==> config.mk <==
export PLATFORM = sky130hd
export DESIGN_NAME = iter_div_ctrl
export DESIGN_NICKNAME = d
export VERILOG_FILES = /design/src/rtl/iter_div_ctrl_pkg.sv /design/src/rtl/div_step.sv /design/src/rtl/iter_div_ctrl.sv
export SDC_FILE = /design/constraint.sdc
export NUM_CORES = 1
export LEC_CHECK = 0
export ABC_AREA = 1
export BUFFER_PORTS_ARGS = -buffer_cell sky130_fd_sc_hd__buf_4
export CAP_MARGIN = 10
export CORE_MARGIN = 2
export CORE_UTILIZATION = 40
export CTS_CLUSTER_SIZE = 10
export DETAILED_ROUTE_END_ITERATION = 10
export PLACE_DENSITY = 0.69
export SYNTH_ARGS = -nofsm -noshare
export SYNTH_HDL_FRONTEND = slang
export SYNTH_SLANG_ARGS = --single-unit
==> constraint.sdc <==
create_clock -name clk -period 16 [get_ports clk]
set_input_delay 3.2 -clock clk [delete_from_list [all_inputs] [get_ports clk]]
set_output_delay 3.2 -clock clk [all_outputs]
set_load 0.05 [all_outputs]
==> src/rtl/iter_div_ctrl_pkg.sv <==
// Shared constants and the full-adder cell used by the iterative divider.
package iter_div_ctrl_pkg;

  // Controller state encodings (kept as plain constants for legacy EX code).
  localparam logic [1:0] DIV_IDLE   = 2'b00;
  localparam logic [1:0] DIV_BYZERO = 2'b01;
  localparam logic [1:0] DIV_ON     = 2'b10;
  localparam logic [1:0] DIV_END    = 2'b11;

  // Result handshake levels, also used by the EX / HI-LO write logic.
  localparam logic DIV_RESULT_READY     = 1'b1;
  localparam logic DIV_RESULT_NOT_READY = 1'b0;

  // One-bit full adder cell; returns {carry_out, sum}.
  function automatic logic [1:0] fa(input logic a, input logic b, input logic cin);
    fa = {(a & b) | (a & cin) | (b & cin), a ^ b ^ cin};
  endfunction

endpackage

==> src/rtl/div_step.sv <==
// One restoring-division step: minuend - subtrahend as a ripple of full-adder
// cells (subtrahend inverted, carry-in 1). The final carry-out is 1 exactly
// when the unsigned difference is non-negative.
module div_step
  import iter_div_ctrl_pkg::*;
#(
  parameter int WIDTH = 32
) (
  input  logic [WIDTH:0] minuend,
  input  logic [WIDTH:0] subtrahend,
  output logic [WIDTH:0] diff,
  output logic           nonneg
);

  // Ripple the carry from bit 0 upward through the adder cells.
  always_comb begin
    logic c;
    // NOTE: every output gets a value before the loop so no latch is inferred.
    diff = '0;
    c    = 1'b1;
    for (int i = 0; i <= WIDTH; i++) begin
      {c, diff[i]} = fa(minuend[i], ~subtrahend[i], c);
    end
    nonneg = c;
  end

endmodule

==> src/rtl/iter_div_ctrl.sv <==
// Multi-cycle radix-2 restoring divider for DIV/DIVU issued from EX.
// Works on operand magnitudes, one quotient bit per cycle, and fixes up the
// signs on the final iteration. Result is {remainder, quotient} for HI/LO.
module iter_div_ctrl
  import iter_div_ctrl_pkg::*;
#(
  parameter int WIDTH = 32
) (
  input  logic                 clk,
  input  logic                 rst,
  input  logic                 start_i,
  input  logic                 annul_i,
  input  logic                 signed_i,
  input  logic [WIDTH-1:0]     opdata1_i,
  input  logic [WIDTH-1:0]     opdata2_i,
  output logic [2*WIDTH-1:0]   result_o,
  output logic                 ready_o,
  output logic                 busy_o
);

  localparam int CW = $clog2(WIDTH);
  localparam logic [CW-1:0] LAST_ITER = CW'(WIDTH - 1);

  logic [1:0]       state;
  logic [CW-1:0]    cnt;
  logic [WIDTH-1:0] dvd;     // dividend shifting out, quotient shifting in
  logic [WIDTH-1:0] dsr;     // divisor magnitude
  logic [WIDTH-1:0] rem;     // partial remainder
  logic             neg_q;
  logic             neg_r;

  logic [WIDTH-1:0] mag1;
  logic [WIDTH-1:0] mag2;
  logic [WIDTH:0]   rem_sh;
  logic [WIDTH:0]   diff;
  logic             nonneg;
  logic [WIDTH-1:0] rem_next;
  logic [WIDTH-1:0] quot_next;
  logic [WIDTH-1:0] rem_fix;
  logic [WIDTH-1:0] quot_fix;
  logic             unused_diff_msb;

  // Magnitudes at acceptance; -0x80000000 wraps to 0x80000000, which is the
  // correct unsigned magnitude, so no extra bit is needed here.
  assign mag1 = (signed_i && opdata1_i[WIDTH-1]) ? -opdata1_i : opdata1_i;
  assign mag2 = (signed_i && opdata2_i[WIDTH-1]) ? -opdata2_i : opdata2_i;

  // Bring down the next dividend bit and trial-subtract the divisor.
  assign rem_sh = {rem, dvd[WIDTH-1]};

  div_step #(.WIDTH(WIDTH)) u_step (
    .minuend    (rem_sh),
    .subtrahend ({1'b0, dsr}),
    .diff       (diff),
    .nonneg     (nonneg)
  );

  // A successful subtract is always below the divisor, so its top bit is 0.
  assign unused_diff_msb = diff[WIDTH];

  assign rem_next  = nonneg ? diff[WIDTH-1:0] : rem_sh[WIDTH-1:0];
  assign quot_next = {dvd[WIDTH-2:0], nonneg};
  assign quot_fix  = neg_q ? -quot_next : quot_next;
  assign rem_fix   = neg_r ? -rem_next  : rem_next;

  // Controller FSM with iteration counter, datapath registers and outputs.
  always_ff @(posedge clk) begin
    // NOTE: sequential state uses non-blocking assignments so every register
    // samples the pre-edge values regardless of statement order.
    if (rst) begin
      state    <= DIV_IDLE;
      cnt      <= '0;
      dvd      <= '0;
      dsr      <= '0;
      rem      <= '0;
      neg_q    <= 1'b0;
      neg_r    <= 1'b0;
      result_o <= '0;
      ready_o  <= DIV_RESULT_NOT_READY;
      busy_o   <= 1'b0;
    end else begin
      case (state)
        DIV_IDLE: begin
          if (start_i && !annul_i) begin
            neg_q  <= signed_i && (opdata1_i[WIDTH-1] ^ opdata2_i[WIDTH-1]);
            neg_r  <= signed_i && opdata1_i[WIDTH-1];
            dvd    <= mag1;
            dsr    <= mag2;
            rem    <= '0;
            cnt    <= '0;
            busy_o <= 1'b1;
            state  <= (opdata2_i == '0) ? DIV_BYZERO : DIV_ON;
          end
        end

        DIV_BYZERO: begin
          busy_o <= 1'b0;
          if (annul_i) begin
            state <= DIV_IDLE;
          end else begin
            result_o <= '0;
            ready_o  <= DIV_RESULT_READY;
            state    <= DIV_END;
          end
        end

        DIV_ON: begin
          if (annul_i) begin
            busy_o <= 1'b0;
            state  <= DIV_IDLE;
          end else begin
            dvd <= quot_next;
            rem <= rem_next;
            cnt <= cnt + 1'b1;
            if (cnt == LAST_ITER) begin
              result_o <= {rem_fix, quot_fix};
              ready_o  <= DIV_RESULT_READY;
              busy_o   <= 1'b0;
              state    <= DIV_END;
            end
          end
        end

        DIV_END: begin
          if (!start_i || annul_i) begin
            result_o <= '0;
            ready_o  <= DIV_RESULT_NOT_READY;
            state    <= DIV_IDLE;
          end
        end

        default: state <= DIV_IDLE;
      endcase
    end
  end

endmodule

==> reports/qor.yml <==
status: "finished clean"
fin_skew_ps: 11.6
synth_cells: 1759
num_vias: 11400
gp_congestion: 0.953
synthTopCellsByCount: "nand2_1, a21oi_1, inv_1, dfxtp_1, nor2_1"
yosysMostFrequentCell: "nand2_1"
fin_crit_sh_pct: 93.4
arrival_ps: 15230
dieHeight_um: 173
clk_pin_slew_ps: 80
cts_buffer_depth: 2
rows: 61
core-area_mm2: 0.0279
internal_power_mw: 0.979
die_area_mm2: 0.0299
instances_no_fill: 2228
crit_cells: 44
ys_types: 47
min_period_ps: 14940
synth_area_mm2: 0.0114
ys_ff_latch: 171
power_frac_clock_pct: 23.0
cts.repair.resized: 0
p_sw_mw: 0.874
rrSetupSlack_ps: 1060
ant_nets: 0
drt_iter0_drc: 949
syn-num-nets: 1872
path_delay_family: "adder cells"
cp_max_fo: 48
power_frac_seq_pct: 27.7
overflow: 0
yosysTopAreaCellShare_pct: 30.0
setup_viol: 0
hp-class: "reg2reg"
crit_path_top_delay_cell: "o21ai_0"
critical_path_class: "reg2reg"
cellLeakagePower_nw: 5.88
ff2ff_path_depth: 44
dp_cells: 2196
worst_pin_slew_ps: 955
drc: 0
initial_core_util_pct: 40.9
holdBufCountCts: 0
cts_tree: "done"
grt_setup_unrepaired: "false"
setup.worst_path.end: "result_o[61]$_SDFFE_PP0P_"
synth_top_cells_by_area: "dfxtp_1, nand2_1, a21oi_1, inv_1, nand3_1"
worstPathRequired_ps: 16290
place_hpwl_um: 24500
hold_viol: 0
die_width_um: 173
grtUsageTotal_pct: 21.9
clk_latency_ps: 430
max_clock_freq_mhz: 66.9
crit_buf_inv: 4
r2r_start: "dvd[31]$_SDFFE_PP0P_"
routed_wl_um: 33000
worst_setup_path_start_kind: "flip-flop"
ioPinCount: 135
async_flop_share_pct: 0
end_kind: "flip-flop"
via_per_inst: 5.12
comb_power_share_pct: 49.3
post-cts-setup-buffer-count: 0
grt_max_degree: 94
yosysTopAreaCell: "dfxtp_1"
p_sw_share_pct: 47.2
ir_worst_vdd_uv: 88.4
wl_per_cell_um: 14.8
rr_endpoint: "result_o[61]$_SDFFE_PP0P_"
synth_enable_flop_cells: 0
finalMaxSlewViolations: 0
cpMostUsedCell: "fa_1"
io_buffers: 134
slew_headroom_pct: 36.3
syn_avg_cell_area_um2: 6.50
clock-sinks: 171
startpoint: "dvd[31]$_SDFFE_PP0P_"
max_stage_delay_ps: 740
grt_pass1_wl_um: 54400
synth_ff_type: "dfxtp_1"
fin_nets: 1950
synthToLayoutAreaGrowth_pct: 15.4
drt-pass1-iter-count: 8
ys_warn_count: 0
max_cap_viol_count: 0
tns_ps: 0
grt_pass1_vias: 10300
drive_above_1_share_pct: 13.2
antenna_found_initial: 0
htree_levels: 4
clockRootBuffer: "clkbuf_16"
ys_seq_area_share_pct: 30.0
antenna_cells: 0
cellPowerDensity_mw_per_mm2: 141
cts_buffers: 17
[worst min-delay path, cell delays in order, from the launching register on]
cell     delay, ps
dfxtp_1        320
inv_1           50
a21oi_1         50
[how the worst min path moves through the flow]
stage | from | endpoint | cells past startpoint
final | busy_o$_SDFFE_PP0P_ | busy_o$_SDFFE_PP0P_ | 2
after global routing | result_o[40]$_SDFFE_PP0P_ | result_o[40]$_SDFFE_PP0P_ | 2
after global placement | busy_o$_SDFFE_PP0P_ | busy_o$_SDFFE_PP0P_ | 2
after CTS | busy_o$_SDFFE_PP0P_ | busy_o$_SDFFE_PP0P_ | 2
after detailed placement | busy_o$_SDFFE_PP0P_ | busy_o$_SDFFE_PP0P_ | 2
after floorplan | cnt[4]$_SDFFE_PP0P_ | cnt[4]$_SDFFE_PP0P_ | 2
[per-stage QoR]
stage          instance area [um2]  power [mW]  setup slack [ps]  hold slack (ps)  util, %
6_report                     13200        1.85              1060              457     47.2
5_1_grt                      13200        2.00               230              486     47.2
4_1_cts                      13200        1.85              1100              467     47.2
3_5_place_dp                 12600        1.42              1120              448     45.1
3_3_place_gp                 12600        1.41              1350              440     45.1
2_1_floorplan                11400        1.22              1890              450        -
[sequential cells by signal, summed over array words and instances (netlist names)]
name      flops
busy_o        1
dvd          32
ready_o       1
result_o     64
cnt           5
neg_r         1
neg_q         1
state         2
rem          32
dsr          32
[cell type report]
type,count,area (um2)
Clock inverter,14,169
Timing Repair Buffer,144,1080
Fill cell,2967,14700
Clock buffer,18,429
Inverter,208,783
Tap cell,378,473
Sequential cell,171,3420
Multi-Input combinational cell,1295,6840
[cells by family after synthesis]
family          synth area share (%)
buf+inv                         10.4
compound gates                  18.3
fa+ha+maj                       6.85
xor+xnor                        2.61
flops                           30.0
simple gates                    31.9
[placed cells by master, fill, tap and decap left out, types with 12 or more instances in the layout]
cell type / synthesis / final
nand4_1: 27 / 27
ha_1: 13 / 12
nand3_1: 144 / 144
a21oi_1: 201 / 201
inv_1: 201 / 201
o211ai_1: 16 / 16
nand2_1: 435 / 433
xor2_1: 29 / 29
dfxtp_1: 171 / 171
fa_1: 31 / 31
o21ai_0: 103 / 103
buf_4: 1 / 144
nand2_2: 23 / 25
o21ai_1: 15 / 15
clkbuf_16: 0 / 17
a211oi_1: 15 / 15
nor3_1: 15 / 15
nor2_1: 156 / 154
[per-layer routing]
layer  up-vias  share of wire [%]  wire, um  global-route usage [%]
li1       5890                  -         -                       -
met1      5149                 52     17200                    34.4
met2       349                 41     13600                    31.6
met3        25                5.5      1820                    2.99
met4         0                1.1       351                    4.59
met5         -                  0         0                       0
[power groups by stage]
| stage | Clock [mW] | Sequential, mW | Combinational (mW) |
|---|---|---|---|
| after detailed placement | 0 | 0.521 | 0.895 |
| after global routing | 0.453 | 0.520 | 1.03 |
| after CTS | 0.433 | 0.512 | 0.901 |
| after floorplan | 0 | 0.540 | 0.678 |
| final | 0.427 | 0.513 | 0.914 |
| after global placement | 0 | 0.520 | 0.888 |
No activity file was read; power rests on OpenSTA's default activity.
